<file path="config.mk">
export PLATFORM = sky130hd
export DESIGN_NAME = time_set_ctrl
export DESIGN_NICKNAME = d
export VERILOG_FILES = /design/src/rtl/time_set_ctrl.sv
export SDC_FILE = /design/constraint.sdc
export NUM_CORES = 1
export LEC_CHECK = 0
export ABC_CLOCK_PERIOD_IN_PS = 2150
export BUFFER_PORTS_ARGS = -buffer_cell sky130_fd_sc_hd__buf_2
export CAP_MARGIN = 20
export CORE_AREA = 2 2 92 94
export CTS_CLUSTER_SIZE = 12
export DETAILED_ROUTE_END_ITERATION = 16
export DIE_AREA = 0 0 94 96
export SLEW_MARGIN = 20
export SYNTH_ARGS = -nofsm -noshare
export SYNTH_HDL_FRONTEND = slang
export SYNTH_SLANG_ARGS = --single-unit
export TNS_END_PERCENT = 10
</file>
<file path="constraint.sdc">
create_clock -name clk -period 2.15 [get_ports clk]
set_input_delay 0.43 -clock clk [delete_from_list [all_inputs] [get_ports clk]]
set_output_delay 0.43 -clock clk [all_outputs]
set_load 0.1 [all_outputs]
</file>
<file path="src/rtl/time_set_ctrl.sv">
// rtl/time_set_ctrl.sv - button-driven time-setting controller for the BCD clock counter
module time_set_ctrl #(
   parameter int TIMEOUT_S = 30
) (
   input  logic       clk,
   input  logic       rst_n,
   input  logic       btn_mode,
   input  logic       btn_inc,
   input  logic       btn_dec,
   input  logic       clk_1hz_tick,
   input  logic [7:0] cur_hh,
   input  logic [7:0] cur_mm,
   input  logic [7:0] cur_ss,
   output logic       set_en,
   output logic       set_load,
   output logic [7:0] set_hh,
   output logic [7:0] set_mm,
   output logic [7:0] set_ss,
   output logic [1:0] field_sel
);

   localparam int CNT_W = (TIMEOUT_S > 0) ? $clog2(TIMEOUT_S + 1) : 1;
   localparam logic [CNT_W-1:0] TO_VAL = CNT_W'(TIMEOUT_S);
   localparam logic TO_ENABLED = (TIMEOUT_S > 0);

   typedef enum logic [2:0] {
      IDLE   = 3'd0,
      SET_HH = 3'd1,
      SET_MM = 3'd2,
      SET_SS = 3'd3,
      LOAD   = 3'd4
   } state_t;

   state_t           state_q;
   state_t           state_d;
   logic [2:0]       b_q;
   logic             mode_p;
   logic             inc_p;
   logic             dec_p;
   logic             editing;
   logic             timeout;
   logic             edit_ok;
   logic [CNT_W-1:0] idle_cnt;
   logic [7:0]       hh_q;
   logic [7:0]       mm_q;
   logic [7:0]       ss_q;

   // BCD increment with wrap to 00 at (or beyond) the field maximum
   function automatic logic [7:0] bcd_inc(input logic [7:0] v, input logic [7:0] max);
      if (v >= max)
         bcd_inc = 8'h00;
      else if (v[3:0] >= 4'd9)
         bcd_inc = {v[7:4] + 4'd1, 4'h0};
      else
         bcd_inc = v + 8'd1;
   endfunction

   // BCD decrement; zero or out-of-range values land on the field maximum
   function automatic logic [7:0] bcd_dec(input logic [7:0] v, input logic [7:0] max);
      if ((v == 8'h00) || (v > max))
         bcd_dec = max;
      else if (v[3:0] == 4'd0)
         bcd_dec = {v[7:4] - 4'd1, 4'h9};
      else
         bcd_dec = v - 8'd1;
   endfunction

   assign mode_p  = btn_mode & ~b_q[2];
   assign inc_p   = btn_inc  & ~b_q[1];
   assign dec_p   = btn_dec  & ~b_q[0];
   assign editing = (state_q == SET_HH) || (state_q == SET_MM) || (state_q == SET_SS);
   assign timeout = TO_ENABLED && editing && (idle_cnt >= TO_VAL);
   // mode beats inc/dec, timeout suppresses edits, inc+dec together cancel
   assign edit_ok = editing && !mode_p && !timeout && (inc_p ^ dec_p);

   assign set_hh = hh_q;
   assign set_mm = mm_q;
   assign set_ss = ss_q;

   // Registered button copies for rising-edge press detection
   always_ff @(posedge clk or negedge rst_n) begin
      if (!rst_n)
         b_q <= 3'b000;
      else
         b_q <= {btn_mode, btn_inc, btn_dec};
   end

   // State register
   always_ff @(posedge clk or negedge rst_n) begin
      if (!rst_n)
         state_q <= IDLE;
      else
         state_q <= state_d;
   end

   // Next-state logic and state-decoded outputs
   always_comb begin
      state_d   = state_q;
      set_en    = 1'b0;
      set_load  = 1'b0;
      field_sel = 2'd0;
      case (state_q)
         IDLE: begin
            if (mode_p) state_d = SET_HH;
         end
         SET_HH: begin
            set_en    = 1'b1;
            field_sel = 2'd1;
            if (mode_p)       state_d = SET_MM;
            else if (timeout) state_d = IDLE;
         end
         SET_MM: begin
            set_en    = 1'b1;
            field_sel = 2'd2;
            if (mode_p)       state_d = SET_SS;
            else if (timeout) state_d = IDLE;
         end
         SET_SS: begin
            set_en    = 1'b1;
            field_sel = 2'd3;
            if (mode_p)       state_d = LOAD;
            else if (timeout) state_d = IDLE;
         end
         LOAD: begin
            set_en    = 1'b1;
            set_load  = 1'b1;
            field_sel = 2'd3;
            state_d   = IDLE;
         end
         default: state_d = IDLE;
      endcase
   end

   // Edit registers: capture running time on entry, then apply inc/dec to the selected field
   always_ff @(posedge clk or negedge rst_n) begin
      if (!rst_n) begin
         hh_q <= 8'h12;
         mm_q <= 8'h00;
         ss_q <= 8'h00;
      end else if ((state_q == IDLE) && mode_p) begin
         hh_q <= cur_hh;
         mm_q <= cur_mm;
         ss_q <= cur_ss;
      end else if (edit_ok) begin
         case (state_q)
            SET_HH:  hh_q <= inc_p ? bcd_inc(hh_q, 8'h23) : bcd_dec(hh_q, 8'h23);
            SET_MM:  mm_q <= inc_p ? bcd_inc(mm_q, 8'h59) : bcd_dec(mm_q, 8'h59);
            SET_SS:  ss_q <= inc_p ? bcd_inc(ss_q, 8'h59) : bcd_dec(ss_q, 8'h59);
            default: ;
         endcase
      end
   end

   // Inactivity counter: cleared on entry and on any press, saturating count of 1 Hz ticks
   always_ff @(posedge clk or negedge rst_n) begin
      if (!rst_n)
         idle_cnt <= '0;
      else if (!TO_ENABLED)
         idle_cnt <= '0;
      else if ((state_q == IDLE) && mode_p)
         idle_cnt <= '0;
      else if (editing) begin
         if (mode_p || inc_p || dec_p)
            idle_cnt <= '0;
         else if (clk_1hz_tick && (idle_cnt < TO_VAL))
            idle_cnt <= idle_cnt + 1'b1;
      end
   end

endmodule

</file>
==> impl_metrics.toml, run 1 <==
[synthesis]
yosys_most_used_dff = "sky130_fd_sc_hd__dfrtp_1"
synthesis.instances = 392
post-synth-top-area-cell = "sky130_fd_sc_hd__dfrtp_1"
async_flop_share_pct = 100.0
share_of_synthesized_area_occupied_by_flip_flops_and_latches_pct = 28.17
post_synth_num_cell_types = 67
syn_nets = 446
portion_of_synthesized_cell_area_occupied_by_the_leading_cell_type_pct = 26.48
synth-edff-count = 0
ys_ff_latch = 35
synthesis.yosys.warnings = 0
yosys.cell_count.top_type = "sky130_fd_sc_hd__o21ai_0"
synth_top_cells_by_count = "sky130_fd_sc_hd__o21ai_0 (43), sky130_fd_sc_hd__nand2_1 (37), sky130_fd_sc_hd__dfrtp_1 (33)"
synth.top_cells.by_area = "sky130_fd_sc_hd__dfrtp_1 (26%), sky130_fd_sc_hd__ha_1 (9.6%), sky130_fd_sc_hd__o21ai_0 (6.9%)"
avg_inst_size_synth_um2 = 7.954
syn_area_um2 = 3118

[floorplanning]
core-area_um2 = 8051
die-height_um = 96
placementRows = 33
floorplan.initialDensity_pct = 38.73
dieArea_um2 = 9024
dieWidth_um = 94
design.portCount = 58

[sta]
fmax_mhz = 486.6
slew_violations = 0
worst_slew_pin_slew_ps = 699.6
setup-violations-final = 0
timing_hold_violations_final = 0
slew_headroom_pct = 53.00
clock_skew_ps = 9.483
fin_worst_hold_slack_ps = 183.7
timing.final.crit_period_ps = 2055
rsz0062_at_grt = "yes"
period_share_pct = 95.59

[critical_path]
crit_cells = 3
gate_family_responsible_for_the_most_delay_along_the_worst_path = "flip-flops"
worst_r2r_startpoint = "set_hh[4]"
setup.worst_path.start = "state_q[1]"
timing.reg2reg.setup_slack_ps = 120
timing.critical_path.slowest_cell_delay_ps = 480
worst_r2r_path_depth = 8
critical_path.max_fanout = 8
cp.buffers_inverters = 1
timing.critical_path.to = "set_en"
worst_path_max_delay_cell = "sky130_fd_sc_hd__dfrtp_1"
path_cells = "nor2_1 > xnor2_2 > buf_2"
start_kind = "flop"
crit_arrival_ps = 1630
worst-setup-path-type = "reg -> out"
critical_path.reg2reg.endpoint = "set_hh[6]"
critical_path_required_ps = 1720
timing.critical_path.to_type = "output pin"

[cells_and_area]
area_growth_pct = 23.92
multiInputGateArea_um2 = 2092
post_route_cells_drive_above_1_share_pct = 25.05
layout.area.seq_um2 = 878.3
layout.filler_cells = 815
final_layout_net_count = 520
number_of_inserted_diodes = 0

[detailed_routing]
dr.pass1.iters = 4
drc = 0
dr.first_iter.drc_count = 143
route.detailed.wl_per_inst_um = 15.87
wirelength_um = 9078
via_per_inst = 5.689
final_antenna_net_count = 0
num_vias = 3254

[global_route]
largest_net_degree_at_the_start_of_global_routing = 36
grt_use_met2_pct = 33.63
grt_usage_pct = 20.96
grt_pass1_wl_um = 15330
globalRouteMet3Util_pct = 3.994
globalRouteOverflowTotal = 0
antenna_found_initial = 0
grt_pass1_vias = 3203
met1_usage_pct = 28.35
grt_busiest_layer = "met2"

[outcome]
outcome = "finished, final reports clean"

[cts]
root_buf_cell = "sky130_fd_sc_hd__clkbuf_8"
clock_path_buffers = 2
cts_htree_levels = 2
clock_latency_ps = 290
tritoncts_num_sinks = 35
tritoncts = "yes"
clk_transition_reported_paths_ps = 80
cts_inserted_buffers = 5
cts_hold_buffers = 0

[hold_path]
hp-class = "in -> async"

[placed_design]
routabilityCongestion = 0.9424
place.port_buffers = 57
place.detailed.hpwl_um = 6744

[run]
max_cap_viol_count = 0
[logic make-up (layout without fill, tap and decap cells)]
kind of cell               after synthesis  count (layout)  share of synthesized area (%)
adders and majority gates               24              24                          9.631
xor gates and xnor gates                13              13                          3.652
DFF                                     35              35                          28.17
AOI/OAI and AO/OA                      138             138                          29.13
buffers and inverters                   44             119                          6.019
muxes                                    2               2                         0.6421
and+or+nand+nor                        136             136                          22.75
[per-layer routing]
layer | share of wire [%] | routed length [um]
met5 | 0 | 0
met4 | 1.3 | 117
met3 | 6.4 | 584
met2 | 46 | 4219
met1 | 46 | 4157
[layout by cell type, fill, tap and decap left out, types with 6 or more instances in the layout]
cell type,n
sky130_fd_sc_hd__a21oi_1,27
sky130_fd_sc_hd__a31oi_1,7
sky130_fd_sc_hd__buf_2,54
sky130_fd_sc_hd__buf_4,33
sky130_fd_sc_hd__clkbuf_8,6
sky130_fd_sc_hd__dfrtp_1,33
sky130_fd_sc_hd__ha_1,23
sky130_fd_sc_hd__inv_1,21
sky130_fd_sc_hd__nand2_1,37
sky130_fd_sc_hd__nand3_1,12
sky130_fd_sc_hd__nand4_1,9
sky130_fd_sc_hd__nor2_1,29
sky130_fd_sc_hd__nor3_1,13
sky130_fd_sc_hd__o21ai_0,40
sky130_fd_sc_hd__o22ai_1,8
sky130_fd_sc_hd__xor2_1,8
[metrics by stage]
step / setup TNS (ps) / instance area, um^2 / instances / util, % / setup slack (ps)
finish: 0 / 3864 / 572 / 47.99 / 94.92
global route: -17.29 / 3864 / 572 / 47.99 / -7.503
CTS: 0 / 3829 / 570 / 47.55 / 42.39
detailed placement: -71.64 / 3705 / 562 / 46.01 / -63.83
global placement: 0 / 3705 / 562 / 46.01 / 43.82
floorplan: -6161 / 3126 / 392 / - / -411.0
[worst min path at each step]
stage / depth (start not counted) / to / slack [ps] / from
after floorplan: 0 / b_q[0] / 130 / rst_n
after global placement: 2 / idle_cnt[1] / 520 / rst_n
after detailed placement: 2 / idle_cnt[1] / 520 / rst_n
after CTS: 2 / set_ss[6] / 200 / rst_n
after global routing: 2 / b_q[1] / 230 / rst_n
final: 2 / set_ss[6] / 180 / rst_n
[state kept, by name, summed over array words and instances (netlist names)]
| name | flops |
|---|---|
| b_q | 3 |
| set_hh | 8 |
| set_mm | 8 |
| state_q | 3 |
| idle_cnt | 5 |
| set_ss | 8 |
[area by class of cell]
class / instances / area share, %
Clock buffer: 6 / 2.137
Clock inverter: 2 / 0.9067
Inverter: 21 / 2.040
Multi-Input combinational cell: 313 / 54.15
Sequential cell: 35 / 22.73
Tap cell: 105 / 3.400
Timing Repair Buffer: 90 / 14.64
[timing repair]
| item | in CTS | in global routing |
|---|---|---|
| pin swaps | 0 | 3 |
| setup endpoints to repair | 3 | 13 |
| buffers inserted | 0 | 2 |
| gates resized for setup | 1 | 7 |
[worst reg2reg max path, stage by stage, from the launching register on]
cell	delay, ps
sky130_fd_sc_hd__dfstp_2	530
sky130_fd_sc_hd__inv_1	60
sky130_fd_sc_hd__ha_1	240
sky130_fd_sc_hd__o21ai_2	100
sky130_fd_sc_hd__nand3_2	160
sky130_fd_sc_hd__a311oi_2	440
sky130_fd_sc_hd__and4b_1	260
sky130_fd_sc_hd__a21oi_1	40
sky130_fd_sc_hd__o21ai_0	130
Power of run 1 is not shown: default switching activity piles up to over one toggle a cycle in this logic, so the estimate is an artifact.
==> inputs of run 2 (changes only) <==
--- a/config.mk
+++ b/config.mk
@@ -8,10 +8,12 @@
 export ABC_CLOCK_PERIOD_IN_PS = 2150
 export BUFFER_PORTS_ARGS = -buffer_cell sky130_fd_sc_hd__buf_2
 export CAP_MARGIN = 20
-export CORE_AREA = 2 2 92 94
+export CORE_AREA = 2 2 85 87
 export CTS_CLUSTER_SIZE = 12
 export DETAILED_ROUTE_END_ITERATION = 16
-export DIE_AREA = 0 0 94 96
+export DIE_AREA = 0 0 87 89
+export MAX_ROUTING_LAYER = met4
+export PLACE_DENSITY = 0.68
 export SLEW_MARGIN = 20
 export SYNTH_ARGS = -nofsm -noshare
 export SYNTH_HDL_FRONTEND = slang
==> run 2 against run 1 <==
  * Sequential share of layout area up 0.41 points
  * Count of clock-buffer cells in the layout is 1 lower
  * First-iteration DRC count up 31%
  * Core utilization rose by 8.7 points
  * Non-clock buffer count decreased by 4
  * Critical path depth up 1
  * Flip-flop and latch count stayed put
  * Register-to-register slack improved by 40 ps
  * Clock skew rose by 3.2 ps
  * Die area fell by 14%
  * Global-route usage rose by 3.5 points
  * Wire length fell by 3.7%
==> impl_metrics.toml, run 2 (same netlist as run 1, synthesis figures left out) <==
[sta]
slew_headroom_pct = 60.21
setup-violations-final = 0
fmax_mhz = 498.0
rsz0062_at_grt = "yes"
timing.final.crit_period_ps = 2008
slew_violations = 0
clock_skew_ps = 12.67
worst_slew_pin_slew_ps = 592.3
timing_hold_violations_final = 0
period_share_pct = 93.39
worst_slack_ps = 142.2

[global_route]
globalRouteMet3Util_pct = 3.601
grt_busiest_layer = "met2"
grt_pass1_wl_um = 14840
met1_usage_pct = 31.70
grt_use_met2_pct = 40.67
antenna_found_initial = 0
grt_pass1_vias = 3188
grt_usage_pct = 24.42
globalRouteOverflowTotal = 0
largest_net_degree_at_the_start_of_global_routing = 21

[critical_path]
critical_path.max_fanout = 8
critical_path_required_ps = 1720
crit_cells = 4
worst_r2r_path_depth = 7
path_cells = "nor2_1 > nand2_1 > inv_1 > clkbuf_4"
crit_arrival_ps = 1580
worst_path_max_delay_cell = "sky130_fd_sc_hd__dfrtp_2"
gate_family_responsible_for_the_most_delay_along_the_worst_path = "flip-flops"
timing.critical_path.to_type = "output pin"
cp.buffers_inverters = 2
worst-setup-path-type = "reg -> out"
timing.critical_path.slowest_cell_delay_ps = 480
start_kind = "flop"

[cts]
cts_hold_buffers = 0
clock_latency_ps = 300
cts_inserted_buffers = 5
root_buf_cell = "sky130_fd_sc_hd__clkbuf_8"
cts_setup_buffers = 0
clock_path_buffers = 2
tritoncts = "yes"
cts_htree_levels = 2
clk_transition_reported_paths_ps = 90
tritoncts_num_sinks = 35

[detailed_routing]
wirelength_um = 8746
dr.pass1.iters = 5
route.detailed.wl_per_inst_um = 16.11
drc = 0
via_per_inst = 6.000
dr.first_iter.drc_count = 188
final_antenna_net_count = 0
num_vias = 3258

[cells_and_area]
final_layout_net_count = 516
number_of_inserted_diodes = 0
area_growth_pct = 22.23
layout.filler_cells = 632
most-common-layout-cells = "sky130_fd_sc_hd__buf_2 (53), sky130_fd_sc_hd__o21ai_0 (41), sky130_fd_sc_hd__nand2_1 (37), sky130_fd_sc_hd__dfrtp_1 (30)"
post_route_cells_drive_above_1_share_pct = 25.92
layout_commonest_cell = "sky130_fd_sc_hd__buf_2"

[placed_design]
detailedPlace.worstSlack_ps = 26.19
place.port_buffers = 57
routabilityCongestion = 0.9454
place.detailed.hpwl_um = 6581

[floorplanning]
core-area_um2 = 6719
die-height_um = 89
placementRows = 30
floorplan.initialDensity_pct = 46.41
dieArea_um2 = 7743
design.portCount = 58
dieWidth_um = 87

[outcome]
outcome = "finished, final reports clean"

[hold_path]
hp-class = "in -> async"

[run]
max_cap_viol_count = 0
==> run 2: changes by cell type in the layout (fill, tap and decap cells not counted), moves of 2 or more <==
cell and change:
sky130_fd_sc_hd__buf_4 -4, sky130_fd_sc_hd__dfrtp_1 -3, sky130_fd_sc_hd__dfrtp_2 +3, sky130_fd_sc_hd__clkinvlp_4 +2
==> run 2: worst reg2reg max path, cell delays in order (launching register included) <==
cell and delay (ps):
sky130_fd_sc_hd__dfstp_2 610, sky130_fd_sc_hd__inv_1 90, sky130_fd_sc_hd__ha_1 300, sky130_fd_sc_hd__o21ai_0 320, sky130_fd_sc_hd__a21boi_0 150, sky130_fd_sc_hd__and4b_1 220, sky130_fd_sc_hd__a21oi_1 100, sky130_fd_sc_hd__o21ai_0 80
==> run 2: area by class of cell <==
class | instances | area, um^2 | share of cell area, %
multi-input combinational | 313 | 2120 | 55.61
timing repair buffer | 86 | 538.0 | 14.12
tap | 80 | 100.1 | 2.626
clock inverter | 3 | 23.77 | 0.6238
clock buffer | 5 | 68.82 | 1.806
inverter | 21 | 78.83 | 2.068
sequential | 35 | 882.1 | 23.15
==> run 2: worst paths after layout <==
| kind | start | end | slack (ps) |
|---|---|---|---|
| max | state_q[1] | set_load | 140 |
| min | rst_n | idle_cnt[2] | 90 |
| max reg2reg | set_hh[1] | set_hh[6] | 160 |
| min reg2reg | idle_cnt[0] | idle_cnt[0] | 540 |
| max in group asynchronous | rst_n | set_hh[4] | 1440 |
| min in group clk | btn_dec | b_q[0] | 250 |
==> run 2: what timing repair did <==
action	in CTS	in global routing
endpoints found under the setup margin	1	15
gates resized for setup	1	16
pin swaps	0	2
==> run 2: metrics by stage <==
step / utilization, % / setup TNS, ps / cells / area, um^2 / hold slack [ps]
floorplan: - / -6161 / 392 / 3126 / 134.4
global placement: 54.45 / 0 / 535 / 3659 / 428.8
detailed placement: 54.45 / 0 / 535 / 3659 / 429.3
CTS: 55.92 / 0 / 543 / 3757 / 100.8
global route: 56.72 / 0 / 543 / 3811 / 125.4
finish: 56.72 / 0 / 543 / 3811 / 89.95
==> run 2: layer usage <==
metal	up-vias	share of wire, %
met5	-	0
met1	1539	46
li1	1593	-
met4	0	0.77
met3	8	5.4
met2	118	48
Power of run 2 is left out for the same reason.
==> inputs of run 3 (changes only) <==
--- a/config.mk
+++ b/config.mk
@@ -14,6 +14,7 @@
 export DIE_AREA = 0 0 87 89
 export MAX_ROUTING_LAYER = met4
 export PLACE_DENSITY = 0.68
+export REMOVE_ABC_BUFFERS = 1
 export SLEW_MARGIN = 20
 export SYNTH_ARGS = -nofsm -noshare
 export SYNTH_HDL_FRONTEND = slang
==> run 3 against run 2 <==
  * Sequential share of layout area decreased by 0.073 points
  * Fmax decreased by 2.9%
  * First-iteration DRC count increased by 8.0%
  * Core utilization about the same
  * Clock skew decreased by 6.1 ps
  * Via count increased by 2.2%
  * Cell count increased by 0.92%
  * Highest routed layer unchanged
  * Wire length increased by 0.62%
  * Critical path type is now reg -> reg
  * Flip-flop and latch count unchanged
==> impl_metrics.toml, run 3 (same netlist as run 1, synthesis figures left out) <==
[outcome]
outcome = "finished, final reports clean"

[cts]
clock_path_buffers = 2
tritoncts_num_sinks = 35
root_buf_cell = "sky130_fd_sc_hd__clkbuf_8"
cts_hold_buffers = 0
clk_transition_reported_paths_ps = 80
clock_latency_ps = 290
cts_inserted_buffers = 5
tritoncts = "yes"
cts_htree_levels = 2

[sta]
clock_skew_ps = 6.533
slew_headroom_pct = 59.88
fmax_mhz = 483.4
slew_violations = 0
timing.final.crit_period_ps = 2069
setup-violations-final = 0
fin_worst_hold_slack_ps = 167.6
finalSetupTns_ps = 0
timing_hold_violations_final = 0
worst_slew_pin_slew_ps = 597.2
period_share_pct = 96.22
rsz0062_at_grt = "yes"

[critical_path]
gate_family_responsible_for_the_most_delay_along_the_worst_path = "compound AO/OA/AOI/OAI gates"
worst_r2r_path_depth = 8
crit_arrival_ps = 2290
worst-setup-path-type = "reg -> reg"
critical_path.max_fanout = 8
path_cells = "ha_1 > a21bo_2 > nand3_2 > a311o_1 > buf_4 > o22ai_1 > a221oi_1 > a31oi_1"
start_kind = "flop"
crit_cells = 8
worst_path_max_delay_cell = "sky130_fd_sc_hd__dfstp_2"
cp.buffers_inverters = 1
timing.critical_path.slowest_cell_delay_ps = 600
timing.reg2reg.setup_slack_ps = 80
setup.worst_path.start = "set_hh[1]"
worst_r2r_startpoint = "set_hh[1]"
critical_path_required_ps = 2370
timing.critical_path.to_type = "flop"

[floorplanning]
design.portCount = 58
placementRows = 30
floorplan.initialDensity_pct = 46.41
core-area_um2 = 6719
die-height_um = 89
dieArea_um2 = 7743
dieWidth_um = 87

[placed_design]
routabilityCongestion = 1.018
placed_cells_incl_taps = 539
place.detailed.hpwl_um = 6463
place.port_buffers = 57

[global_route]
grt_pass1_vias = 3098
globalRouteOverflowTotal = 0
antenna_found_initial = 0
grt_usage_pct = 23.87
grt_pass1_wl_um = 14460
largest_net_degree_at_the_start_of_global_routing = 36

[detailed_routing]
final_antenna_net_count = 0
drc = 0
dr.pass1.iters = 4
wirelength_um = 8800
via_per_inst = 6.077
route.detailed.wl_per_inst_um = 16.06
num_vias = 3330
dr.first_iter.drc_count = 203

[cells_and_area]
most-common-layout-cells = "sky130_fd_sc_hd__buf_2 (54), sky130_fd_sc_hd__o21ai_0 (40), sky130_fd_sc_hd__nand2_1 (37), sky130_fd_sc_hd__buf_4 (34), sky130_fd_sc_hd__dfrtp_1 (32)"
layoutNonFillerInstCount = 548
post_route_cells_drive_above_1_share_pct = 25.00
layout.area.seq_um2 = 879.6
number_of_inserted_diodes = 0
layout.filler_cells = 652
multiInputGateArea_um2 = 2102
layout_commonest_cell = "sky130_fd_sc_hd__buf_2"
final_layout_net_count = 521
area_growth_pct = 22.27
fin_util_pct = 56.74

[run]
max_cap_viol_count = 0

[hold_path]
hp-class = "in -> async"
[run 3: cell count changes in the layout (fill, tap and decap cells not counted), moves of 2 or more]
cell / previous run / this run
sky130_fd_sc_hd__clkinvlp_4: 2 / 0
sky130_fd_sc_hd__buf_4: 29 / 34
sky130_fd_sc_hd__dfrtp_2: 3 / 1
sky130_fd_sc_hd__dfrtp_1: 30 / 32
[run 3: repair_timing]
item,CTS,global route
buffers inserted,0,1
pin swaps,0,3
setup endpoints to repair,1,16
resized for setup,1,13
[run 3: metal layers]
metal	global-route usage [%]	routed length, um	vias to the layer above
li1	-	-	1605
met1	31.35	3902	1580
met2	38.65	4224	133
met3	3.416	553	12
met4	6.534	119	0
met5	-	0	-
[run 3: layout make-up]
type,count,share of cell area [%]
Clock buffer,7,2.265
Sequential cell,35,23.07
Clock inverter,1,0.1313
Multi-Input combinational cell,313,55.14
Inverter,21,2.068
Timing Repair Buffer,91,14.70
Tap cell,80,2.626
[run 3: path summary, 6_finish.rpt]
path / to
worst max-delay path: set_hh[4]
worst min register to register: idle_cnt[0]
worst min-delay path: b_q[0]
worst max register to register: set_hh[4]
max in group asynchronous: state_q[1]
min in group clk: b_q[0]
[run 3: metrics by stage]
| step | instance area [um^2] | worst slack (ps) |
|---|---|---|
| after floorplan | 3009 | -947.5 |
| after global placement | 3664 | 157.8 |
| after detailed placement | 3664 | 82.04 |
| after CTS | 3757 | 8.227 |
| after global routing | 3812 | -8.789 |
| final | 3812 | 81.18 |
[run 3: worst register-to-register path: cells and delay by family, from the launching register on]
family,cells,cell delay [ps]
AO/OA/AOI/OAI,5,910
adder cells (fa/ha/maj),1,210
buffers and inverters,1,160
flip-flops,1,600
AND/OR/NAND/NOR,1,120
Power of run 3 is left out for the same reason.
